## src/rtl/mc_ctrl.sv

```systemverilog
// Multi-cycle MIPS control unit: steps each instruction through
// FETCH/DECODE/EXEC/MEM/WB and drives the shared datapath enables and selects.
module mc_ctrl #(
  parameter bit          MEM_WAIT_EN = 1'b1,
  parameter int unsigned WAIT_W      = 4,
  parameter int unsigned CNT_W       = 32
) (
  input  logic             clk,
  input  logic             rst_n,
  input  logic [5:0]       op,
  input  logic [5:0]       funct,
  input  logic [4:0]       shamt,
  input  logic             alu_zero,
  input  logic             mem_ready,
  output logic             pc_write,
  output logic             ir_write,
  output logic             mem_read,
  output logic             mem_write,
  output logic             reg_write,
  output logic [3:0]       aluop,
  output logic             ext,
  output logic             s_b,
  output logic [1:0]       s_num_write,
  output logic [1:0]       s_data_write,
  output logic [1:0]       s_npc,
  output logic [4:0]       s_shamt_id,
  output logic             instr_done,
  output logic             illegal,
  output logic             err,
  output logic [CNT_W-1:0] instr_cnt
);

  localparam logic [3:0] ALU_ADD = 4'd0;
  localparam logic [3:0] ALU_SUB = 4'd1;
  localparam logic [3:0] ALU_AND = 4'd2;
  localparam logic [3:0] ALU_OR  = 4'd3;
  localparam logic [3:0] ALU_XOR = 4'd4;
  localparam logic [3:0] ALU_NOR = 4'd5;
  localparam logic [3:0] ALU_SLT = 4'd6;
  localparam logic [3:0] ALU_SLL = 4'd8;
  localparam logic [3:0] ALU_LUI = 4'd11;

  localparam logic [5:0] OP_RTYPE = 6'b000000;
  localparam logic [5:0] OP_J     = 6'b000010;
  localparam logic [5:0] OP_JAL   = 6'b000011;
  localparam logic [5:0] OP_BEQ   = 6'b000100;
  localparam logic [5:0] OP_ADDI  = 6'b001000;
  localparam logic [5:0] OP_ADDIU = 6'b001001;
  localparam logic [5:0] OP_ANDI  = 6'b001100;
  localparam logic [5:0] OP_ORI   = 6'b001101;
  localparam logic [5:0] OP_LUI   = 6'b001111;
  localparam logic [5:0] OP_LW    = 6'b100011;
  localparam logic [5:0] OP_SW    = 6'b101011;

  localparam logic [5:0] FN_SLL  = 6'b000000;
  localparam logic [5:0] FN_JR   = 6'b001000;
  localparam logic [5:0] FN_ADDU = 6'b100001;
  localparam logic [5:0] FN_SUBU = 6'b100011;
  localparam logic [5:0] FN_AND  = 6'b100100;
  localparam logic [5:0] FN_OR   = 6'b100101;
  localparam logic [5:0] FN_XOR  = 6'b100110;
  localparam logic [5:0] FN_NOR  = 6'b100111;
  localparam logic [5:0] FN_SLT  = 6'b101010;

  localparam logic [WAIT_W-1:0] WAIT_MAX = '1;

  typedef enum logic [2:0] {
    S_FETCH  = 3'd0,
    S_DECODE = 3'd1,
    S_EXEC   = 3'd2,
    S_MEM    = 3'd3,
    S_WB     = 3'd4,
    S_ERR    = 3'd5
  } state_t;

  state_t            state, state_nxt;
  logic [WAIT_W-1:0] wait_cnt, wait_nxt, wait_inc;
  logic              err_nxt;

  logic       is_rtype, is_j, is_jal, is_jr, is_beq, is_lw, is_sw;
  logic       dec_known, dec_ext, dec_s_b;
  logic [3:0] dec_alu;
  logic [4:0] dec_shamt;

  logic       ready_c, timeout_c;
  logic       pc_write_c, ir_write_c, mem_read_c, mem_write_c, reg_write_c;
  logic [3:0] aluop_c;
  logic       ext_c, s_b_c, done_c, illegal_c;
  logic [1:0] s_num_c, s_data_c, s_npc_c;
  logic [4:0] s_shamt_c;

  // Instruction decode from the IR; op/funct stay stable from DECODE to retire.
  always_comb begin : decode
    is_rtype  = (op == OP_RTYPE);
    is_jr     = is_rtype && (funct == FN_JR);
    is_j      = (op == OP_J);
    is_jal    = (op == OP_JAL);
    is_beq    = (op == OP_BEQ);
    is_lw     = (op == OP_LW);
    is_sw     = (op == OP_SW);
    dec_known = 1'b1;
    dec_alu   = ALU_ADD;
    dec_ext   = 1'b0;
    dec_s_b   = 1'b0;
    dec_shamt = '0;
    case (op)
      OP_RTYPE: begin
        case (funct)
          FN_ADDU: dec_alu = ALU_ADD;
          FN_SUBU: dec_alu = ALU_SUB;
          FN_AND:  dec_alu = ALU_AND;
          FN_OR:   dec_alu = ALU_OR;
          FN_XOR:  dec_alu = ALU_XOR;
          FN_NOR:  dec_alu = ALU_NOR;
          FN_SLT:  dec_alu = ALU_SLT;
          FN_SLL: begin
            dec_alu   = ALU_SLL;
            dec_shamt = shamt;
          end
          FN_JR:   dec_alu = ALU_ADD;
          default: dec_known = 1'b0;
        endcase
      end
      OP_J, OP_JAL: dec_alu = ALU_ADD;
      OP_BEQ: begin
        dec_alu = ALU_SUB;
        dec_ext = 1'b1;
      end
      OP_ADDI, OP_ADDIU, OP_LW, OP_SW: begin
        dec_alu = ALU_ADD;
        dec_ext = 1'b1;
        dec_s_b = 1'b1;
      end
      OP_ANDI: begin
        dec_alu = ALU_AND;
        dec_s_b = 1'b1;
      end
      OP_ORI: begin
        dec_alu = ALU_OR;
        dec_s_b = 1'b1;
      end
      OP_LUI: begin
        dec_alu = ALU_LUI;
        dec_s_b = 1'b1;
      end
      default: dec_known = 1'b0;
    endcase
  end

  assign ready_c   = MEM_WAIT_EN ? mem_ready : 1'b1;
  assign wait_inc  = wait_cnt + WAIT_W'(1);
  assign timeout_c = (wait_inc == WAIT_MAX);

  // Next state and per-state datapath controls.
  always_comb begin : fsm_next
    state_nxt   = state;
    wait_nxt    = wait_cnt;
    err_nxt     = err;
    pc_write_c  = 1'b0;
    ir_write_c  = 1'b0;
    mem_read_c  = 1'b0;
    mem_write_c = 1'b0;
    reg_write_c = 1'b0;
    aluop_c     = '0;
    ext_c       = 1'b0;
    s_b_c       = 1'b0;
    s_num_c     = 2'b00;
    s_data_c    = 2'b00;
    s_npc_c     = 2'b11;
    s_shamt_c   = '0;
    done_c      = 1'b0;
    illegal_c   = 1'b0;
    unique case (state)
      S_FETCH: begin
        mem_read_c = 1'b1;
        if (ready_c) begin
          ir_write_c = 1'b1;
          pc_write_c = 1'b1;
          state_nxt  = S_DECODE;
        end else if (timeout_c) begin
          state_nxt = S_ERR;
          err_nxt   = 1'b1;
        end else begin
          wait_nxt = wait_inc;
        end
      end
      S_DECODE: begin
        if (!dec_known) begin
          illegal_c = 1'b1;
          done_c    = 1'b1;
          state_nxt = S_FETCH;
        end else if (is_j || is_jal) begin
          pc_write_c = 1'b1;
          s_npc_c    = 2'b10;
          done_c     = 1'b1;
          state_nxt  = S_FETCH;
          if (is_jal) begin
            reg_write_c = 1'b1;
            s_num_c     = 2'b10;
            s_data_c    = 2'b00;
          end
        end else if (is_jr) begin
          pc_write_c = 1'b1;
          s_npc_c    = 2'b01;
          done_c     = 1'b1;
          state_nxt  = S_FETCH;
        end else begin
          state_nxt = S_EXEC;
        end
      end
      S_EXEC: begin
        aluop_c   = dec_alu;
        ext_c     = dec_ext;
        s_b_c     = dec_s_b;
        s_shamt_c = dec_shamt;
        if (is_beq) begin
          pc_write_c = alu_zero;
          s_npc_c    = 2'b00;
          done_c     = 1'b1;
          state_nxt  = S_FETCH;
        end else if (is_lw || is_sw) begin
          state_nxt = S_MEM;
        end else begin
          state_nxt = S_WB;
        end
      end
      S_MEM: begin
        // Address selects held so the ALU result stays valid across waits.
        aluop_c     = dec_alu;
        ext_c       = dec_ext;
        s_b_c       = dec_s_b;
        s_shamt_c   = dec_shamt;
        mem_read_c  = is_lw;
        mem_write_c = is_sw;
        if (ready_c) begin
          if (is_lw) begin
            state_nxt = S_WB;
          end else begin
            done_c    = 1'b1;
            state_nxt = S_FETCH;
          end
        end else if (timeout_c) begin
          state_nxt = S_ERR;
          err_nxt   = 1'b1;
        end else begin
          wait_nxt = wait_inc;
        end
      end
      S_WB: begin
        reg_write_c = 1'b1;
        s_num_c     = is_rtype ? 2'b01 : 2'b00;
        s_data_c    = is_lw ? 2'b10 : 2'b01;
        done_c      = 1'b1;
        state_nxt   = S_FETCH;
      end
      S_ERR: state_nxt = S_ERR;
      default: state_nxt = S_FETCH;
    endcase
    if (state_nxt != state) wait_nxt = '0;
  end

  always_ff @(posedge clk or negedge rst_n) begin : state_reg
    if (!rst_n) begin
      state     <= S_FETCH;
      wait_cnt  <= '0;
      err       <= 1'b0;
      instr_cnt <= '0;
    end else begin
      state    <= state_nxt;
      wait_cnt <= wait_nxt;
      err      <= err_nxt;
      if (done_c) instr_cnt <= instr_cnt + CNT_W'(1);
    end
  end

  // FETCH is also the reset state; its requests stay low while rst_n is held.
  assign pc_write     = pc_write_c & rst_n;
  assign ir_write     = ir_write_c & rst_n;
  assign mem_read     = mem_read_c & rst_n;
  assign mem_write    = mem_write_c;
  assign reg_write    = reg_write_c;
  assign aluop        = aluop_c;
  assign ext          = ext_c;
  assign s_b          = s_b_c;
  assign s_num_write  = s_num_c;
  assign s_data_write = s_data_c;
  assign s_npc        = s_npc_c;
  assign s_shamt_id   = s_shamt_c;
  assign instr_done   = done_c;
  assign illegal      = illegal_c;

endmodule

```

## config.mk

```make
export PLATFORM = sky130hd
export DESIGN_NAME = mc_ctrl
export DESIGN_NICKNAME = d
export VERILOG_FILES = /design/src/rtl/mc_ctrl.sv
export SDC_FILE = /design/constraint.sdc
export NUM_CORES = 1
export LEC_CHECK = 0
export CAP_MARGIN = 20
export CORE_MARGIN = 10
export CORE_UTILIZATION = 45
export CTS_BUF_LIST = sky130_fd_sc_hd__clkbuf_2 sky130_fd_sc_hd__clkbuf_4 sky130_fd_sc_hd__clkbuf_8
export CTS_CLUSTER_DIAMETER = 60
export CTS_CLUSTER_SIZE = 28
export DETAILED_ROUTE_END_ITERATION = 8
export GPL_ROUTABILITY_DRIVEN = 0
export GPL_TIMING_DRIVEN = 0
export PLACE_DENSITY = 0.74
export SETUP_SLACK_MARGIN = 0.02
export SLEW_MARGIN = 20
export SYNTH_ARGS = -nofsm -noshare
export SYNTH_HDL_FRONTEND = slang
export SYNTH_SLANG_ARGS = --single-unit
```

## constraint.sdc

```tcl
create_clock -name clk -period 3.3 [get_ports clk]
set_input_delay 0.66 -clock clk [delete_from_list [all_inputs] [get_ports clk]]
set_output_delay 0.66 -clock clk [all_outputs]
set_load 0.01 [all_outputs]
```

Yosys cells after proc, flatten, opt, wreduce, memory -nomap -nowiden
Cells that the tools add are included.

storage, ports and cells
  bits of input ports = 21
  logic and storage cells = 110
  register bits after elaboration = 40
  output and inout bits = 57

cells by class
  equality and inequality tests = 27
  reduce and logical (&&, ||, !) cells = 15
  bitwise logic cells = 4
  $add $sub $neg = 2
  muxes and demuxes = 58

operators by type and width
  operator                                                                number
  6-bit equality test (second input constant)                             9
  6-bit by 4-bit equality test with 1-bit output (second input constant)  6
  32-bit by 1-bit adder with 32-bit output (second input constant)        1
  4-bit one-hot mux with 7 select lines                                   1
  2-bit two-way mux                                                       12
  1-bit two-way mux                                                       22
  4-bit two-way mux                                                       5
  4-bit one-hot mux with 5 select lines                                   1
  3-bit two-way mux                                                       6
  5-bit two-way mux                                                       3
  3-bit one-hot mux with 5 select lines                                   1
  6-bit by 2-bit equality test with 1-bit output (second input constant)  2
  6-bit logical NOT                                                       2
  10-bit OR reduction                                                     1
  9-bit OR reduction                                                      1
  2-bit one-hot mux with 2 select lines                                   2
  7-bit OR reduction                                                      1
  3-bit by 2-bit equality test with 1-bit output (second input constant)  2
  3-bit equality test (second input constant)                             2
  6-bit by 3-bit equality test with 1-bit output (second input constant)  1
  1-bit one-hot mux with 2 select lines                                   3
  3-bit AND reduction                                                     2
  5-bit OR reduction                                                      1
  4-bit by 1-bit adder with 4-bit output (second input constant)          1
  13 further kinds                                                        18

Logic depth before layout (Yosys ltp)
Gate-level depths: netlist of the first run.

  depth in word-level cells = 9
  gate-level depth with buffers = 10
  depth with buffers taken out = 7

Least setup slack after synthesis of the first run
OpenSTA, ideal clock, no wires.

  kind = input port to output port
  start point = input port op[1]
  end point = output port s_shamt_id[0]
  slack = 0.128 ns
  arrival = 2.512 ns
  cell stages on the path = 6
  buffers on the path = 1
  data required time = 2.640 ns
  cell sequence = buf_6 or4_4 or4_4 or4_1 nor2_1 and2_1

between the ends
  word-level cells in the longest chain between the ends = 3

RTL lines
  what               line  text
  start, declared    10    input logic [5:0] op,
  6-bit logical NOT  106   case (op)
  5-bit two-way mux  106
  5-bit two-way mux  173   unique case (state)
  end, declared      26    output logic [4:0] s_shamt_id,

No other way between the ends.

Final worst setup path of the first run
  start point = input port funct[4]
  end point = output port s_shamt_id[3]

between the ends
  word-level cells in the longest chain between the ends = 4

RTL lines
  what               line  text
  start, declared    11    input logic [5:0] funct,
  6-bit logical NOT  108   case (funct)
  5-bit two-way mux  108
  5-bit two-way mux  106
  5-bit two-way mux  173

No other way between the ends.

==> summary.md, run 1 <==
| Metric | Value |
|---|---|
| Grt peak-use layer | met2 |
| Mux cell area share after synthesis | 0.008083 |
| Post-synth EDFFs | 0 |
| Fin util | 0.6466 |
| Syn nets | 329 |
| Avg Cell Area, Syn | 9.136 um2 |
| Ys Warns | 0 |
| Root Driver | clkbuf_8 |
| Final hold violations | 0 |
| Area grow syn2layout | 38.21% |
| Max incr delay on CP | around 0.54 ns |
| Max_cap viols | 0 |
| Final Power | between 0.0015 and 0.002 W |
| Max reg flops | 32 |
| Starting Density | 0.4679 |
| Fin crit period | about 3.2 ns |
| Hold Path Class | in2async |
| Final Routed Wirelength | 7838 um |
| Cell with the most instances after synthesis | dfrtp_1 |
| Antenna violation net count after detailed routing | 0 |
| Wirelength per Cell | 16.64 um |
| Post-synthesis simple-gate area fraction | 0.2389 |
| Clk sinks | 40 |
| Number of buffers created by CTS | 5 |
| Vias | roughly 2700 |
| R2r setup slk | approximately 0.85 ns |
| Hold buffers post-CTS | 0 |
| Vias per std cell | between 5 and 6 |
| Worst R2R End | instr_cnt[14]$_DFFE_PN0P_ |
| GR Util met3 | 0.05028 |
| Crit path required time | around 2.6 ns |
| Seq. cell area | ~1000 um2 |
| Seq/Total Area, Yosys | 0.3592 |
| Post-Synth XOR/XNOR Area | 0.1100 |
| Area of the mapped netlist | ~2800 um2 |
| Initial antenna violation count | 0 |
| IO Count | around 80 |
| Slowest-stage cell, CP | or4_4 |
| Worst skew pair latency | about 0.29 ns |
| Combinational family with the most area after synthesis | simple AND/OR/NAND/NOR gates |
| Area of the multi-input gates | 1683 um2 |
| Share of the synthesized area in the top cell type | 0.3592 |
| Status | finished clean |
| Total track usage | 0.1566 |
| Post-DP HPWL | roughly 6000 um |
| Slew Viols, Final | 0 |
| Peak fanout along the critical path | 5 |
| Relative slew slack | 0.3538 |
| CP dominant cell by count | or4_4 |
| Drt drc | 0 |
| Drt first-iter violations | between 100 and 150 |
| Main synth FF type | dfrtp_1 |
| R2R depth | 7 |
| Layout cell share with drive strength beyond 1 | 0.1843 |
| CP cell instances | buf_6 -> or4_4 -> or4_4 -> or4_4 -> nor2_4 -> and2_1 -> buf_2 |
| Leak | between 1.5 and 2 nW |
| # nets final | ~420 |
| TNS Setup | 0 ns |
| Crit path capture type | output pin |
| Gate Count Post-Synth | ~310 |
| Synth async-reset ratio | 1.000 |
| Post-synthesis register bit count | 40 |
| VDD IR max | around 0.27 mV |
| Antenna fix cells | 0 |
| Synth top area cells | dfrtp_1, xnor2_1, o2111ai_2, o211ai_1, and3_1 |
| GRT met1 Usage | 0.1909 |
| Cell variety after synth | 52 |
| GRT met2 Usage | 0.2673 |
| Adder-cell share of the synthesized area | 0.01347 |
| RSZ-0062 raised after global routing | yes |
| Global-route wire length before repair | 13100 um |
| FMAX | between 0.3 and 0.4 GHz |
| Worst-path clk slew | about 0.08 ns |
| Reg-to-reg startpoint | state[0]$_DFF_PN0_ |
| Vias in the first global route | approximately 2600 |
| Power per standard cell area | around 500 nW/um2 |
| Die X | 98.69 um |
| Worst-Margin Slew | roughly 0.96 ns |
| Period utilization | 0.9841 |
| Row count | 28 |
| Overflow after GRT | 0 |
| Max Root-Sink Buffers | 2 |
| CP Class | in2out |
| H-Tree Depth | 2 |
| Largest net degree at the start of global routing | 30 |
| CTS tree | done |
| Top cells by count, synth | dfrtp_1, xnor2_1, nor2_1 |
| Die H | between 90 and 100 um |
| Final setup viols | 0 |
| Compound-Gate Fraction of Synth Area | 0.2110 |
| # fillers | around 530 |
| # port buffers | 75 |
| Largest area contributor in the netlist | dfrtp_1 |
| Setup Skew | approximately 0.013 ns |
| Die footprint | 9740 um2 |
| Core Footprint | around 6000 um2 |
| DR pass1 iterations | 5 |
| CP arrival | around 2.6 ns |
| Setup crit start kind | input port |
-- final cells by class --
class / instances / area share
clock buffers: 5 / 0.01787
clock inverters: 3 / 0.004873
multi-input cells: 233 / 0.4370
plain buffers: 21 / 0.03931
flip-flops and latches: 40 / 0.2599
repair buffers: 83 / 0.2060
well taps: 75 / 0.02437
inverters: 11 / 0.01072
-- metrics by stage --
stage	setup WS, ns	hold slack, ns	instances	instance area, um2
detailed placement	-0.8499	0.4678	456	3646
global placement	-0.9251	0.4599	455	3631
global route	-0.004166	0.2642	471	3851
floorplan	0.1282	0.3644	305	2786
CTS	-0.1378	0.2634	470	3799
finish	0.05254	0.2631	471	3851
-- critical path: cells and delay by family --
family	cells	cell delay [ns]
buffers and inverters	2	0.22
and+or+nand+nor	5	1.70
-- worst max path at each step --
stage                   from       endpoint  slack, ns
floorplan              op[1]  s_shamt_id[0]       0.13
global placement       rst_n       ir_write      -0.93
detailed placement     op[0]  s_shamt_id[2]      -0.85
CTS                    op[1]  s_shamt_id[2]      -0.14
global route        funct[4]  s_shamt_id[3]     -0.004
finish              funct[4]  s_shamt_id[3]       0.05
-- cells by family (layout without fill, tap and decap cells) --
logic type	after synthesis	in the layout
AND/OR/NAND/NOR	117	117
AO/OA/AOI/OAI	76	76
flip-flops	40	40
XOR/XNOR	35	35
buffers and inverters	32	123
adder cells (fa/ha/maj)	3	3
multiplexers	2	2
-- placed cells by master (no fill, tap or decap), types with 7 or more instances in the layout --
master	count
a21oi_1	12
and2_1	8
and3_1	14
buf_2	8
buf_4	8
buf_6	9
clkbuf_1	7
clkdlybuf4s50_1	53
dfrtp_1	40
inv_1	11
nand2_1	15
nand3_1	11
nor2_1	14
nor3_1	12
o2111ai_1	8
o2111ai_2	8
o211ai_1	12
o21ai_0	8
xnor2_1	32
-- what timing repair did --
item | CTS | global route
buffers inserted | 6 | 1
endpoints found under the hold margin | 0 | 0
endpoints found under the setup margin | 21 | 14
resized for setup | 73 | 18
pin swaps | 11 | 9
-- metal layers --
metal,vias up,part of all wire,routed length (um)
met3,4,0.072,567
met5,-,0,0
met2,80,0.49,3868
met4,0,0.0032,25
li1,1310,-,-
met1,1275,0.43,3377
-- where the power goes --
group	leakage (nW)	total [W]	switching, W	internal, W
registers	0.534	0.000620	0.0000715	0.000549
clock network	0.0479	0.000325	0.000177	0.000147
logic	0.969	0.000948	0.000535	0.000413
No activity file was read; power rests on OpenSTA's default activity.
==> run 2, diff against run 1 <==
--- a/config.mk
+++ b/config.mk
@@ -7,14 +7,14 @@
 export LEC_CHECK = 0
 export CAP_MARGIN = 20
 export CORE_MARGIN = 10
-export CORE_UTILIZATION = 45
+export CORE_UTILIZATION = 30
 export CTS_BUF_LIST = sky130_fd_sc_hd__clkbuf_2 sky130_fd_sc_hd__clkbuf_4 sky130_fd_sc_hd__clkbuf_8
 export CTS_CLUSTER_DIAMETER = 60
 export CTS_CLUSTER_SIZE = 28
 export DETAILED_ROUTE_END_ITERATION = 8
 export GPL_ROUTABILITY_DRIVEN = 0
 export GPL_TIMING_DRIVEN = 0
-export PLACE_DENSITY = 0.74
+export PLACE_DENSITY = 0.52
 export SETUP_SLACK_MARGIN = 0.02
 export SLEW_MARGIN = 20
 export SYNTH_ARGS = -nofsm -noshare
==> summary.md, run 2 (synthesis gave the netlist of run 1 again) <==
| Metric | Value |
|---|---|
| Status | finished clean |
| Starting Density | 0.3044 |
| Setup crit start kind | input port |
| Peak fanout along the critical path | 5 |
| Die footprint | 13540 um2 |
| Die X | 116.4 um |
| Period utilization | 0.9912 |
| Antenna violation net count after detailed routing | 0 |
| Core Footprint | 9153 um2 |
| Comb power frac | 0.497 |
| Slowest-stage cell, CP | or4_4 |
| Total track usage | 0.1249 |
| Max_cap viols | 0 |
| Final setup viols | 0 |
| WP buf/inv | 2 |
| Vias | approximately 2600 |
| Area grow syn2layout | 40.19% |
| CP cell instances | buf_6 -> or4_4 -> or4_4 -> or4_4 -> nor2_4 -> and2_1 -> buf_2 |
| Worst-Margin Slew | between 1 and 1.5 ns |
| Layout cell share with drive strength beyond 1 | 0.1692 |
| Worst-path clk slew | around 0.080 ns |
| Number of buffers created by CTS | 5 |
| Wirelength per Cell | around 16 um |
| Global-route wire length before repair | 13750 um |
| # port buffers | 75 |
| Worst hold slack | 0.3732 ns |
| IO Count | 78 |
| CTS tree | done |
| Largest net degree at the start of global routing | 26 |
| Final Routed Wirelength | ~8300 um |
| Drt first-iter violations | 131 |
| Fin area | roughly 4000 um2 |
| # nets final | between 400 and 500 |
| Switching Share | 0.4074 |
| Max reg flops | 32 |
| CP top delay family | simple AND/OR/NAND/NOR gates |
| H-Tree Depth | 2 |
| VDD IR max | about 0.18 mV |
| Max Root-Sink Buffers | 2 |
| Overflow after GRT | 0 |
| Final Power | ~0.0019 W |
| Relative slew slack | 0.3126 |
| CP arrival | around 2.6 ns |
| Vias in the first global route | ~2600 |
| Internal | 0.001148 W |
| Hold Path Class | in2async |
| Initial antenna violation count | 0 |
| Drt drc | 0 |
| Power per standard cell area | ~500 nW/um2 |
| Vias per std cell | ~5.2 |
| Commonest cells after routing, fill and taps aside | clkdlybuf4s50_1, dfrtp_1, xnor2_1 |
| Sequential share of power | 0.321 |
| DR pass1 iterations | 4 |
| Fin util | 0.4268 |
| FMAX | 0.3057 GHz |
| Most common cell after layout, fill and taps aside | clkdlybuf4s50_1 |
| CP dominant cell by count | or4_4 |
| Root Driver | clkbuf_8 |
| Final hold violations | 0 |
| CP Class | in2out |
| Clk sinks | 40 |
| Crit path capture type | output pin |
| Row count | 35 |
| Setup Skew | about 0.0081 ns |
| Clock share of power | 0.182 |
| Crit path required time | 2.64 ns |
| Antenna fix cells | 0 |
| Leak | 1.571 nW |
| Post-DP HPWL | approximately 6300 um |
| Fin crit period | between 3 and 4 ns |
| Slew Viols, Final | 0 |
| Worst skew pair latency | just under 0.3 ns |
| Area after DPL | 3699 um2 |
| RSZ-0062 raised after global routing | yes |
| Die H | 116.4 um |
| Sw power | ~0.0008 W |
| Max incr delay on CP | 0.54 ns |
[run 2: per-stage QoR]
step                      worst slack (ns)  setup TNS, ns  instances
after detailed placement           -0.8980         -9.644        492
final                              0.02916              0        507
after floorplan                     0.1282              0        305
after global routing              -0.03213        -0.1064        507
after global placement             -0.9709         -11.95        491
after CTS                          -0.1948         -1.077        505
[run 2: worst paths after layout]
path | slack, ns | cells past startpoint | end | from
worst max-delay path | 0.03 | 7 | s_shamt_id[0] | funct[4]
worst min-delay path | 0.37 | 1 | instr_cnt[7]$_DFFE_PN0P_ | rst_n
worst max register to register | 0.85 | 7 | instr_cnt[14]$_DFFE_PN0P_ | state[0]$_DFF_PN0_
worst min register to register | 0.47 | 1 | instr_cnt[31]$_DFFE_PN0P_ | instr_cnt[31]$_DFFE_PN0P_
max in group asynchronous | 2.42 | 2 | state[0]$_DFF_PN0_ | rst_n
min in group clk | 0.47 | 1 | instr_cnt[31]$_DFFE_PN0P_ | instr_cnt[31]$_DFFE_PN0P_
[run 2: final cells by class]
cell class                      instances  area [um2]
Clock buffer                            7       90.09
Tap cell                              111       138.9
Fill cell                             917        5246
Buffer                                 21       157.7
Clock inverter                          1       7.507
Inverter                               11       41.29
Sequential cell                        40        1001
Timing Repair Buffer                   83       797.0
Multi-Input combinational cell        233        1673
[run 2: metal layers]
metal / GRT usage / vias up / share of wire
met4: 0.02502 / 0 / 0.0071
met1: 0.1600 / 1259 / 0.45
li1: - / 1309 / -
met3: 0.03852 / 6 / 0.076
met2: 0.2021 / 74 / 0.46
met5: 0 / - / 0
[run 2: power groups by stage]
stage,registers [W],clock network [W],logic [W]
6_report,0.000621,0.000353,0.000962
2_1_floorplan,0.000632,0,0.000550
3_3_place_gp,0.000631,0,0.000901
4_1_cts,0.000623,0.000365,0.000957
5_1_grt,0.000636,0.000386,0.00107
3_5_place_dp,0.000631,0,0.000903
[run 2: repair_timing]
| action | CTS | global route |
|---|---|---|
| hold buffers | 0 | 0 |
| pin swaps | 11 | 8 |
| hold endpoints to repair | 0 | 0 |
| setup endpoints to repair | 23 | 13 |
| gates resized for setup | 66 | 14 |
| setup buffers | 5 | 2 |
==> run 3, diff against run 2 <==
--- a/config.mk
+++ b/config.mk
@@ -6,15 +6,15 @@
 export NUM_CORES = 1
 export LEC_CHECK = 0
 export CAP_MARGIN = 20
-export CORE_MARGIN = 10
-export CORE_UTILIZATION = 30
+export CORE_MARGIN = 4
+export CORE_UTILIZATION = 50
 export CTS_BUF_LIST = sky130_fd_sc_hd__clkbuf_2 sky130_fd_sc_hd__clkbuf_4 sky130_fd_sc_hd__clkbuf_8
 export CTS_CLUSTER_DIAMETER = 60
 export CTS_CLUSTER_SIZE = 28
 export DETAILED_ROUTE_END_ITERATION = 8
 export GPL_ROUTABILITY_DRIVEN = 0
 export GPL_TIMING_DRIVEN = 0
-export PLACE_DENSITY = 0.52
+export PLACE_DENSITY = 0.81
 export SETUP_SLACK_MARGIN = 0.02
 export SLEW_MARGIN = 20
 export SYNTH_ARGS = -nofsm -noshare
==> summary.md, run 3 (synthesis gave the netlist of run 1 again) <==
| Metric | Value |
|---|---|
| Status | finished clean |
| Period utilization | 0.9782 |
| Fin area | between 3000 and 4000 um2 |
| Antenna fix cells | 0 |
| R2R depth | 7 |
| # fillers | 403 |
| Setup Skew | ~0.0080 ns |
| Overflow after GRT | 0 |
| Slowest-stage cell, CP | or4_4 |
| Most common cell after layout, fill and taps aside | clkdlybuf4s50_1 |
| Initial antenna violation count | 0 |
| Fin util | 0.7332 |
| Die footprint | between 6000 and 7000 um2 |
| Final Routed Wirelength | 7356 um |
| Starting Density | 0.5320 |
| Max_cap viols | 0 |
| Largest net degree at the start of global routing | 29 |
| CTS tree | done |
| Total track usage | 0.2278 |
| FMAX | about 0.31 GHz |
| CP cell instances | buf_2 -> or3_4 -> or4_4 -> or4_4 -> nor2_4 -> and2_1 -> buf_2 |
| Max Root-Sink Buffers | 2 |
| Slew Viols, Final | 0 |
| DR pass1 iterations | 4 |
| Core Footprint | 5238 um2 |
| Worst skew pair latency | between 0.2 and 0.3 ns |
| Number of buffers created by CTS | 5 |
| Die X | 82.65 um |
| Fin crit period | between 3 and 4 ns |
| Final setup viols | 0 |
| Commonest cells after routing, fill and taps aside | clkdlybuf4s50_1, dfrtp_1, xnor2_1 |
| Crit path required time | ~2.6 ns |
| Power per standard cell area | ~500 nW/um2 |
| R2r setup slk | 0.80 ns |
| Drt first-iter violations | ~160 |
| Worst-Margin Slew | 0.9287 ns |
| VDD IR max | 0.3123 mV |
| Post-DP HPWL | approximately 5500 um |
| CP arrival | 2.57 ns |
| Vias in the first global route | 2635 |
| Root Driver | clkbuf_8 |
| Drt drc | 0 |
| Vias per std cell | 5.856 |
| Crit path capture type | output pin |
| RSZ-0062 raised after global routing | yes |
| Reg-to-reg startpoint | state[0]$_DFF_PN0_ |
| Worst-path clk slew | 0.08 ns |
| Antenna violation net count after detailed routing | 0 |
| Relative slew slack | 0.3751 |
| Layout cell share with drive strength beyond 1 | 0.1751 |
| Worst setup path end | s_shamt_id[0] |
| Global-route wire length before repair | ~12000 um |
| Area grow syn2layout | 37.81% |
| Max reg flops | 32 |
| Setup crit start kind | input port |
| Worst hold slack | approximately 0.26 ns |
| Leak | around 1.5 nW |
| IO Count | a little under 80 |
| Die H | a little over 80 um |
| Final hold violations | 0 |
| # nets final | 417 |
| CP Launch Point | op[4] |
| Peak fanout along the critical path | 10 |
| Worst R2R End | instr_cnt[14]$_DFFE_PN0P_ |
| Final Power | 0.001937 W |
| # port buffers | between 70 and 80 |
| Area after DPL | roughly 3600 um2 |
| Row count | 26 |
| Clk sinks | 40 |
| Wirelength per Cell | between 15 and 20 um |
| CP Class | in2out |
| Vias | 2717 |
| Max incr delay on CP | roughly 0.5 ns |
| Hold Path Class | in2async |
| H-Tree Depth | 2 |
## run 3: cell count changes in the layout (fill, tap and decap cells not counted), sizes merged
cell	change
clkinv	+1
clkbuf	-1
bufinv	+1
clkdlybuf4s50	+3
dlygate4sd2	-4
dlymetal6s2s	-1
clkdlybuf4s15	+1
buf	-2
## run 3: layout make-up
cell class                 instances  area (um2)  share of cell area
clock buffer                       5       68.82             0.01792
clock inverter                     3       42.54             0.01108
inverter                          11       41.29             0.01075
timing repair buffer              82       787.0              0.2050
tap                               70       87.58             0.02281
multi-input combinational        233        1669              0.4347
sequential                        40        1001              0.2607
buffer                            20       142.6             0.03715
## run 3: routing by layer
metal	track usage	vias to the layer above	routed length [um]
li1	-	1306	-
met4	0.05229	0	69
met2	0.4071	86	3736
met3	0.04338	10	373
met1	0.2829	1315	3176
met5	0	-	0
## run 3: how the worst min path moves through the flow
stage | start | slack, ns | end
2_1_floorplan | rst_n | 0.36 | err$_DFFE_PN0P_
3_3_place_gp | err$_DFFE_PN0P_ | 0.46 | err$_DFFE_PN0P_
4_1_cts | rst_n | 0.26 | instr_cnt[7]$_DFFE_PN0P_
5_1_grt | rst_n | 0.27 | instr_cnt[7]$_DFFE_PN0P_
6_report | rst_n | 0.26 | instr_cnt[8]$_DFFE_PN0P_
3_5_place_dp | err$_DFFE_PN0P_ | 0.47 | err$_DFFE_PN0P_
## run 3: power breakdown
part	total [W]	switching, W	leakage, nW	internal (W)
Combinational	0.000909	0.000523	0.961	0.000386
Sequential	0.000623	0.0000739	0.534	0.000549
Clock	0.000405	0.000181	0.0541	0.000224
## run 3: through the flow
stage | setup WS, ns | setup TNS (ns) | cells
2_1_floorplan | 0.1282 | 0 | 305
3_3_place_gp | -0.8734 | -10.28 | 450
3_5_place_dp | -0.8512 | -8.823 | 451
4_1_cts | -0.1315 | -0.7253 | 462
5_1_grt | 0.005450 | 0 | 464
6_report | 0.07209 | 0 | 464
## run 3: critical path, delay by kind of cell
kind / cells / cell delay [ns]
buffers and inverters: 2 / 0.29
AND/OR/NAND/NOR: 5 / 1.60
## run 3: what timing repair did
action | 4_1_cts | 5_1_grt
gates resized for setup | 60 | 21
pin swaps | 11 | 10
hold endpoints to repair | 0 | 0
setup buffers | 4 | 2
endpoints found under the setup margin | 22 | 13
hold buffers | 0 | 0
